<file path="config.mk">
export PLATFORM = sky130hd
export DESIGN_NAME = chk_fifo
export DESIGN_NICKNAME = d
export VERILOG_FILES = /design/src/rtl/chk_fifo.sv
export SDC_FILE = /design/constraint.sdc
export NUM_CORES = 1
export LEC_CHECK = 0
export ABC_AREA = 0
export CAP_MARGIN = 5
export CORE_MARGIN = 3
export CORE_UTILIZATION = 54
export CTS_CLUSTER_SIZE = 40
export DETAILED_ROUTE_END_ITERATION = 6
export GPL_ROUTABILITY_DRIVEN = 1
export PLACE_DENSITY = 0.81
export REMOVE_ABC_BUFFERS = 1
export SETUP_SLACK_MARGIN = 0.3
export SYNTH_ARGS = -nofsm -noshare
export SYNTH_HDL_FRONTEND = slang
export SYNTH_SLANG_ARGS = --single-unit
export TNS_END_PERCENT = 100
</file>
<file path="constraint.sdc">
create_clock -name clk -period 27.8 [get_ports clk]
set_input_delay 4.17 -clock clk [delete_from_list [all_inputs] [get_ports clk]]
set_output_delay 4.17 -clock clk [all_outputs]
set_load 0.02 [all_outputs]
</file>
<file path="src/rtl/chk_fifo.sv">
// chk_fifo: synchronous FIFO holding expected frames for one channel
module chk_fifo #(
    parameter int ADDR  = 2,
    parameter int WIDTH = 256
) (
    input  logic             clk,
    input  logic             rst,
    input  logic             push,
    input  logic             pop,
    input  logic [WIDTH-1:0] din,
    output logic [WIDTH-1:0] dout,
    output logic             empty,
    output logic             full,
    output logic [ADDR:0]    level
);
    logic [WIDTH-1:0] mem [2**ADDR];
    logic [ADDR:0] wptr, rptr;
    assign dout  = mem[rptr[ADDR-1:0]];
    assign level = wptr - rptr;
    assign empty = wptr == rptr;
    assign full  = level[ADDR];
    always_ff @(posedge clk or posedge rst)
        if (rst) begin
            wptr <= '0;
            rptr <= '0;
        end else begin
            wptr <= wptr + (ADDR+1)'(push);
            rptr <= rptr + (ADDR+1)'(pop);
        end
    always_ff @(posedge clk)
        if (push) mem[wptr[ADDR-1:0]] <= din;
endmodule

</file>
==> results of run 1 <==
[logic make-up after synthesis]
family	share of synthesized area, %
mux	15.36
simple gates	0.09336
xor+xnor	0.09336
buf+inv	1.867
fa+ha+maj	0.2534
flops	82.33
[worst min path at each step]
stage / end / cells after the start / slack, ns / from
after CTS: rptr[2] / 1 / 0.49 / rptr[2]
final: rptr[2] / 1 / 0.49 / rptr[2]
after global placement: wptr[2] / 1 / 0.48 / wptr[2]
after global routing: wptr[2] / 1 / 0.52 / wptr[2]
after detailed placement: wptr[2] / 1 / 0.47 / wptr[2]
after floorplan: wptr[2] / 1 / 0.46 / wptr[2]
[layout by cell type (no fill, tap or decap), types with 2 or more instances in the layout]
| master | instances |
|---|---|
| and3_4 | 2 |
| buf_4 | 20 |
| bufinv_16 | 5 |
| clkbuf_1 | 17 |
| clkbuf_16 | 101 |
| clkdlybuf4s50_1 | 520 |
| clkinv_1 | 24 |
| clkinv_16 | 2 |
| clkinv_2 | 16 |
| clkinvlp_4 | 7 |
| dfrtp_1 | 4 |
| dfrtp_4 | 2 |
| diode_2 | 13 |
| edfxtp_1 | 1024 |
| ha_1 | 6 |
| inv_1 | 5 |
| inv_16 | 2 |
| inv_6 | 2 |
| mux4_2 | 256 |
| nand2_1 | 2 |
| xor2_1 | 3 |
[worst max-delay path, delay by kind of cell (launching register included)]
family / cells / cell delay [ns]
buffers and inverters: 4 / 3.07
DFF: 1 / 0.92
muxes: 1 / 0.63
[power groups by stage]
| stage | Combinational (mW) | Sequential [mW] | Clock [mW] |
|---|---|---|---|
| finish | 1.82 | 2.14 | 1.27 |
| global route | 1.91 | 2.16 | 1.35 |
| detailed placement | 1.83 | 2.17 | 0 |
| floorplan | 1.12 | 2.36 | 0 |
| global placement | 1.82 | 2.15 | 0 |
| CTS | 1.85 | 2.14 | 1.29 |
[registers in the layout (all words and copies together) (netlist names)]
| name | count |
|---|---|
| mem | 1024 |
| rptr | 3 |
| wptr | 3 |
[per-stage QoR]
| stage | worst slack, ns | instance area, um^2 | cells |
|---|---|---|---|
| floorplan | 4.193 | 36850 | 1309 |
| global placement | 18.74 | 43420 | 2781 |
| detailed placement | 18.68 | 43420 | 2781 |
| CTS | 18.01 | 46510 | 2958 |
| global route | 17.64 | 46530 | 2965 |
| finish | 18.22 | 46540 | 2971 |
[synth_stat cells (all sizes together)]
library cell     n
and3             2
buf             55
clkbuf           4
dfrtp            6
edfxtp        1024
fa               1
ha               6
inv              5
mux4           256
nand2            2
nor2             2
nor3b            1
xnor2            1
xor2             3
[layer usage]
metal | up-vias | routed length, um | global-route usage (%)
met1 | 8887 | 27830 | 27.13
met3 | 150 | 6933 | 6.460
li1 | 7154 | - | -
met2 | 782 | 40950 | 36.43
met4 | 14 | 2382 | 8.036
met5 | - | 85 | 0
[area by class of cell]
class,instances,area share (%)
Clock inverter,59,1.073
Timing Repair Buffer,541,11.55
Clock buffer,118,5.568
Antenna cell,13,0.06990
Inverter,5,0.04032
Multi-Input combinational cell,274,12.79
Sequential cell,1030,66.41
Tap cell,931,2.503
==> out/results.txt, run 1 <==
Worst setup SP type = register
initial antenna violation count = 16
Pre-antenna DRT Iters = 5
CTS tree = yes
Top-Level Pins = 521
Clk pwr share = 24.3%
largest net degree at the start of global routing = 139
Critical Path End = dout[45]
WL final = 78,180 um
YS warnings = 0
worst vdd ir = 0.1224 mV
placer congestion estimate = 0.8379
Netlist Area Pre-Place = 37,530 um^2
setup slack, reg-to-reg = 24.04 ns
Root Driver = clkbuf_16
cts hold-fix bufs = 0
Synth area leader = edfxtp_1
post-detail-place hpwl = 46,680 um
Worst setup EP type = primary output
post-CTS setup buffer count = 0
Comb pwr share = 34.9%
Die W = 269.6 um
crit path kind = reg -> out
share of cells above drive strength 1 = 20.67%
outcome = complete, no violations
ANT nets after route = 0
Die Span Y = 269.6 um
H-Tree Level Count = 3
CTS Buf Count = 99
R2R Path Start = wptr[1]
grt ovf = 0
Initial Util = 54.63%
Vias = 16,987
# setup viols final = 0
cell mode on critical path = buf_4
WHS = 0.4879 ns
Core Region = 68,710 um^2
clk_skew = 0.01624 ns
Slew Limit Headroom = 24.36%
final setup TNS = 0 ns
P_int = 3.611 mW
Leakage = 14.86 nW
Total GRT Usage = 21.71%
crit path cell chain = buf_4 > buf_4 > buf_4 > mux4_2 > clkdlybuf4s50_1
crit-path max cell delay = 0.92 ns
Power Density = 112.4 nW/um^2
die area = 72,700 um^2
Register-to-Register Path Depth = 3
vias in the first global route = 18,172
Worst-Margin Slew = 1.135 ns
drt drc = 0
# rows = 96
Critical path origin = rptr[0]
Net Sw Power = 1.619 mW
area added between synthesis and finish = 24.01%
area of the multi-input gates = 5953 um^2
minimum clock period = 9.584 ns
Reg2Reg Capture Point = mem[3][98]
Worst Hold Class = reg -> reg
Mean Syn Cell Area = 27.43 um^2
Gate Count Post-Synth = 1,368
Final Cycle Share = 34.48%
RSZ-0062 raised after global routing = false
Crit Path Max Fanout = 52
number of max-cap violations = 0
number of gates resized after CTS = 0
clock tree buffer depth = 3
Sw Share = 30.95%
IO buf count = 520
total power = 5.230 mW
final core occ = 67.74%
Synth area leaders = edfxtp_1 82%, mux4_2 15%, buf_12 1.2%, dfrtp_1 0.40%, buf_2 0.33%
Hold Fails Final Rpt = 0
Worst-Skew Late Latency = 0.63 ns
Avg Vias per Cell = 5.718
Sink Count = 1,030
WP data required = 23.63 ns
Max Clk Rate = 104.3 MHz
Yosys top cell area share = 81.93%
nets = 2,218
DRT iter0 DRCs = 1,658
sequential share of the synthesized area = 82.33%
library cells used by synthesis = 18
Synth Register Bits = 1,030
Max Slew Vio Count = 0
WL per Instance = 26.31 um
CP max-delay cell = dfrtp_4
CTS clk-pin slew, worst paths = 0.06 ns
first-pass GRT wire length = 117,900 um
Sequential Power Share = 40.9%
Worst Path Arrival = 5.41 ns
Reg area = 30,910 um^2
fillcell total = 4,099
No activity file was read; power rests on OpenSTA's default activity.
==> run 2, diff against run 1 <==
--- a/config.mk
+++ b/config.mk
@@ -8,11 +8,11 @@
 export ABC_AREA = 0
 export CAP_MARGIN = 5
 export CORE_MARGIN = 3
-export CORE_UTILIZATION = 54
+export CORE_UTILIZATION = 49
 export CTS_CLUSTER_SIZE = 40
 export DETAILED_ROUTE_END_ITERATION = 6
 export GPL_ROUTABILITY_DRIVEN = 1
-export PLACE_DENSITY = 0.81
+export PLACE_DENSITY = 0.78
 export REMOVE_ABC_BUFFERS = 1
 export SETUP_SLACK_MARGIN = 0.3
 export SYNTH_ARGS = -nofsm -noshare
==> constraint.sdc (replaced) <==
create_clock -name clk -period 8.65 [get_ports clk]
set_input_delay 1.2975 -clock clk [delete_from_list [all_inputs] [get_ports clk]]
set_output_delay 1.2975 -clock clk [all_outputs]
set_load 0.02 [all_outputs]
==> out/results.txt, run 2 (synthesis results as in run 1) <==
cell depth of the worst min-delay path = 1
minimum clock period = 5.111 ns
hold endpoint = wptr[2]
grt ovf = 0
die area = 79,950 um^2
Slew Limit Headroom = 19.46%
placer congestion estimate = 0.7588
area added between synthesis and finish = 25.44%
clock tree buffer depth = 3
Die W = 282.8 um
Net Sw Power = 5.244 mW
crit path kind = reg -> out
post-CTS setup buffer count = 0
vias in the first global route = 17,932
Total GRT Usage = 19.15%
RSZ-0062 raised after global routing = false
number of gates resized after CTS = 0
Vias = 16,785
Worst-Skew Late Latency = 0.65 ns
Worst setup EP type = primary output
setup slack, reg-to-reg = 5.66 ns
H-Tree Level Count = 3
Core Region = 75,200 um^2
Sink Count = 1,030
# rows = 100
largest net degree at the start of global routing = 140
WL per Instance = 25.03 um
Worst Hold Class = reg -> reg
# setup viols final = 0
Worst setup SP type = register
Max Slew Vio Count = 0
Register-to-Register Path Depth = 3
Cell Area, Placed = 43,580 um^2
Max Clk Rate = 195.7 MHz
most frequent cells in the layout = 1,024 x edfxtp_1, 520 x clkdlybuf4s50_1, 256 x mux4_2, 102 x clkbuf_16, 26 x clkinv_1
number of max-cap violations = 0
post-detail-place hpwl = 45,130 um
first-pass GRT wire length = 113,900 um
Leakage = 15.03 nW
Worst-Margin Slew = 1.208 ns
CTS clk-pin slew, worst paths = 0.06 ns
ANT nets after route = 0
share of cells above drive strength 1 = 20.85%
WP data required = 7.35 ns
R2R Path Start = wptr[1]
Pre-antenna DRT Iters = 5
Crit Path Max Fanout = 46
Reg2Reg Capture Point = mem[3][81]
Root Driver = clkbuf_16
Worst Path Arrival = 3.81 ns
Comb pwr share = 34.1%
commonest non-fill, non-tap cell in the layout = edfxtp_1
worst vdd ir = 0.4076 mV
setup ws final = 3.539 ns
Hold Fails Final Rpt = 0
Clk pwr share = 25.8%
number of flip-flops under the largest register name = 1,024
fillcell total = 4,863
clk_skew = 0.03330 ns
Avg Vias per Cell = 5.469
cts hold-fix bufs = 0
IO buf count = 520
Sequential Power Share = 40.1%
nets = 2,216
pre-CTS WS = 4.126 ns
Hold Startpoint = wptr[2]
outcome = complete, no violations
final core occ = 62.61%
Critical path origin = rptr[0]
initial antenna violation count = 17
Sw Share = 30.50%
Top-Level Pins = 521
P_int = 11.95 mW
WL final = 76,820 um
Final Cell Area = 47,080 um^2
Initial Util = 49.91%
drt drc = 0
Power Density = 365.2 nW/um^2
Die Span Y = 282.8 um
DRT iter0 DRCs = 1,324
CTS Buf Count = 102
Final Cycle Share = 59.09%
CTS tree = yes
run 2: cell types whose count changed in the layout (fill, tap and decap cells not counted), moves of 3 or more:
cell       change
buf_12         +7
buf_4         -12
bufinv_16      +9
clkinv_2       -5
clkinv_4       +3
run 2: routing by layer:
layer	GRT usage, %	vias to the layer above	wire length (um)
met4	7.292	6	2522
met1	24.40	8863	28450
met3	5.611	150	6123
met2	31.53	605	39690
li1	-	7161	-
met5	0	-	40
run 2: stage by stage:
step	cells	TNS (ns)	total power [mW]	hold WS, ns
after global routing	3064	0	17.89	0.4969
after global placement	2865	0	12.85	0.4713
after floorplan	1309	-5065.45	11.08	0.4576
final	3069	0	17.19	0.4871
after detailed placement	2865	0	12.92	0.4954
after CTS	3054	0	17.42	0.4855
run 2: worst max-delay path, cell delays in order (launching register included):
cell and delay, ns:
dfrtp_4 1.04, buf_4 0.77, mux4_2 0.66, clkdlybuf4s50_1 0.58
run 2: area by class of cell:
class | count | area, um^2 | area share (%)
Inverter | 5 | 18.77 | 0.03987
Sequential cell | 1030 | 30910 | 65.65
Antenna cell | 15 | 37.54 | 0.07973
Clock inverter | 68 | 815.8 | 1.733
Timing Repair Buffer | 536 | 5425 | 11.52
Multi-Input combinational cell | 274 | 5953 | 12.65
Clock buffer | 121 | 2644 | 5.616
Tap cell | 1020 | 1276 | 2.711
run 2: power by group through the flow:
stage          sequential (mW)  combinational, mW  clock (mW)
2_1_floorplan             7.58               3.50           0
3_5_place_dp              7.00               5.92           0
6_report                  6.90               5.85        4.44
5_1_grt                   6.98               6.16        4.74
3_3_place_gp              6.94               5.91           0
4_1_cts                   6.92               5.97        4.54
run 2: worst max path at each step:
stage | slack, ns | endpoint
2_1_floorplan | -12.09 | mem[0][0]
3_3_place_gp | 4.12 | dout[188]
3_5_place_dp | 4.13 | dout[117]
4_1_cts | 3.39 | dout[188]
5_1_grt | 3.23 | dout[189]
6_report | 3.54 | dout[188]
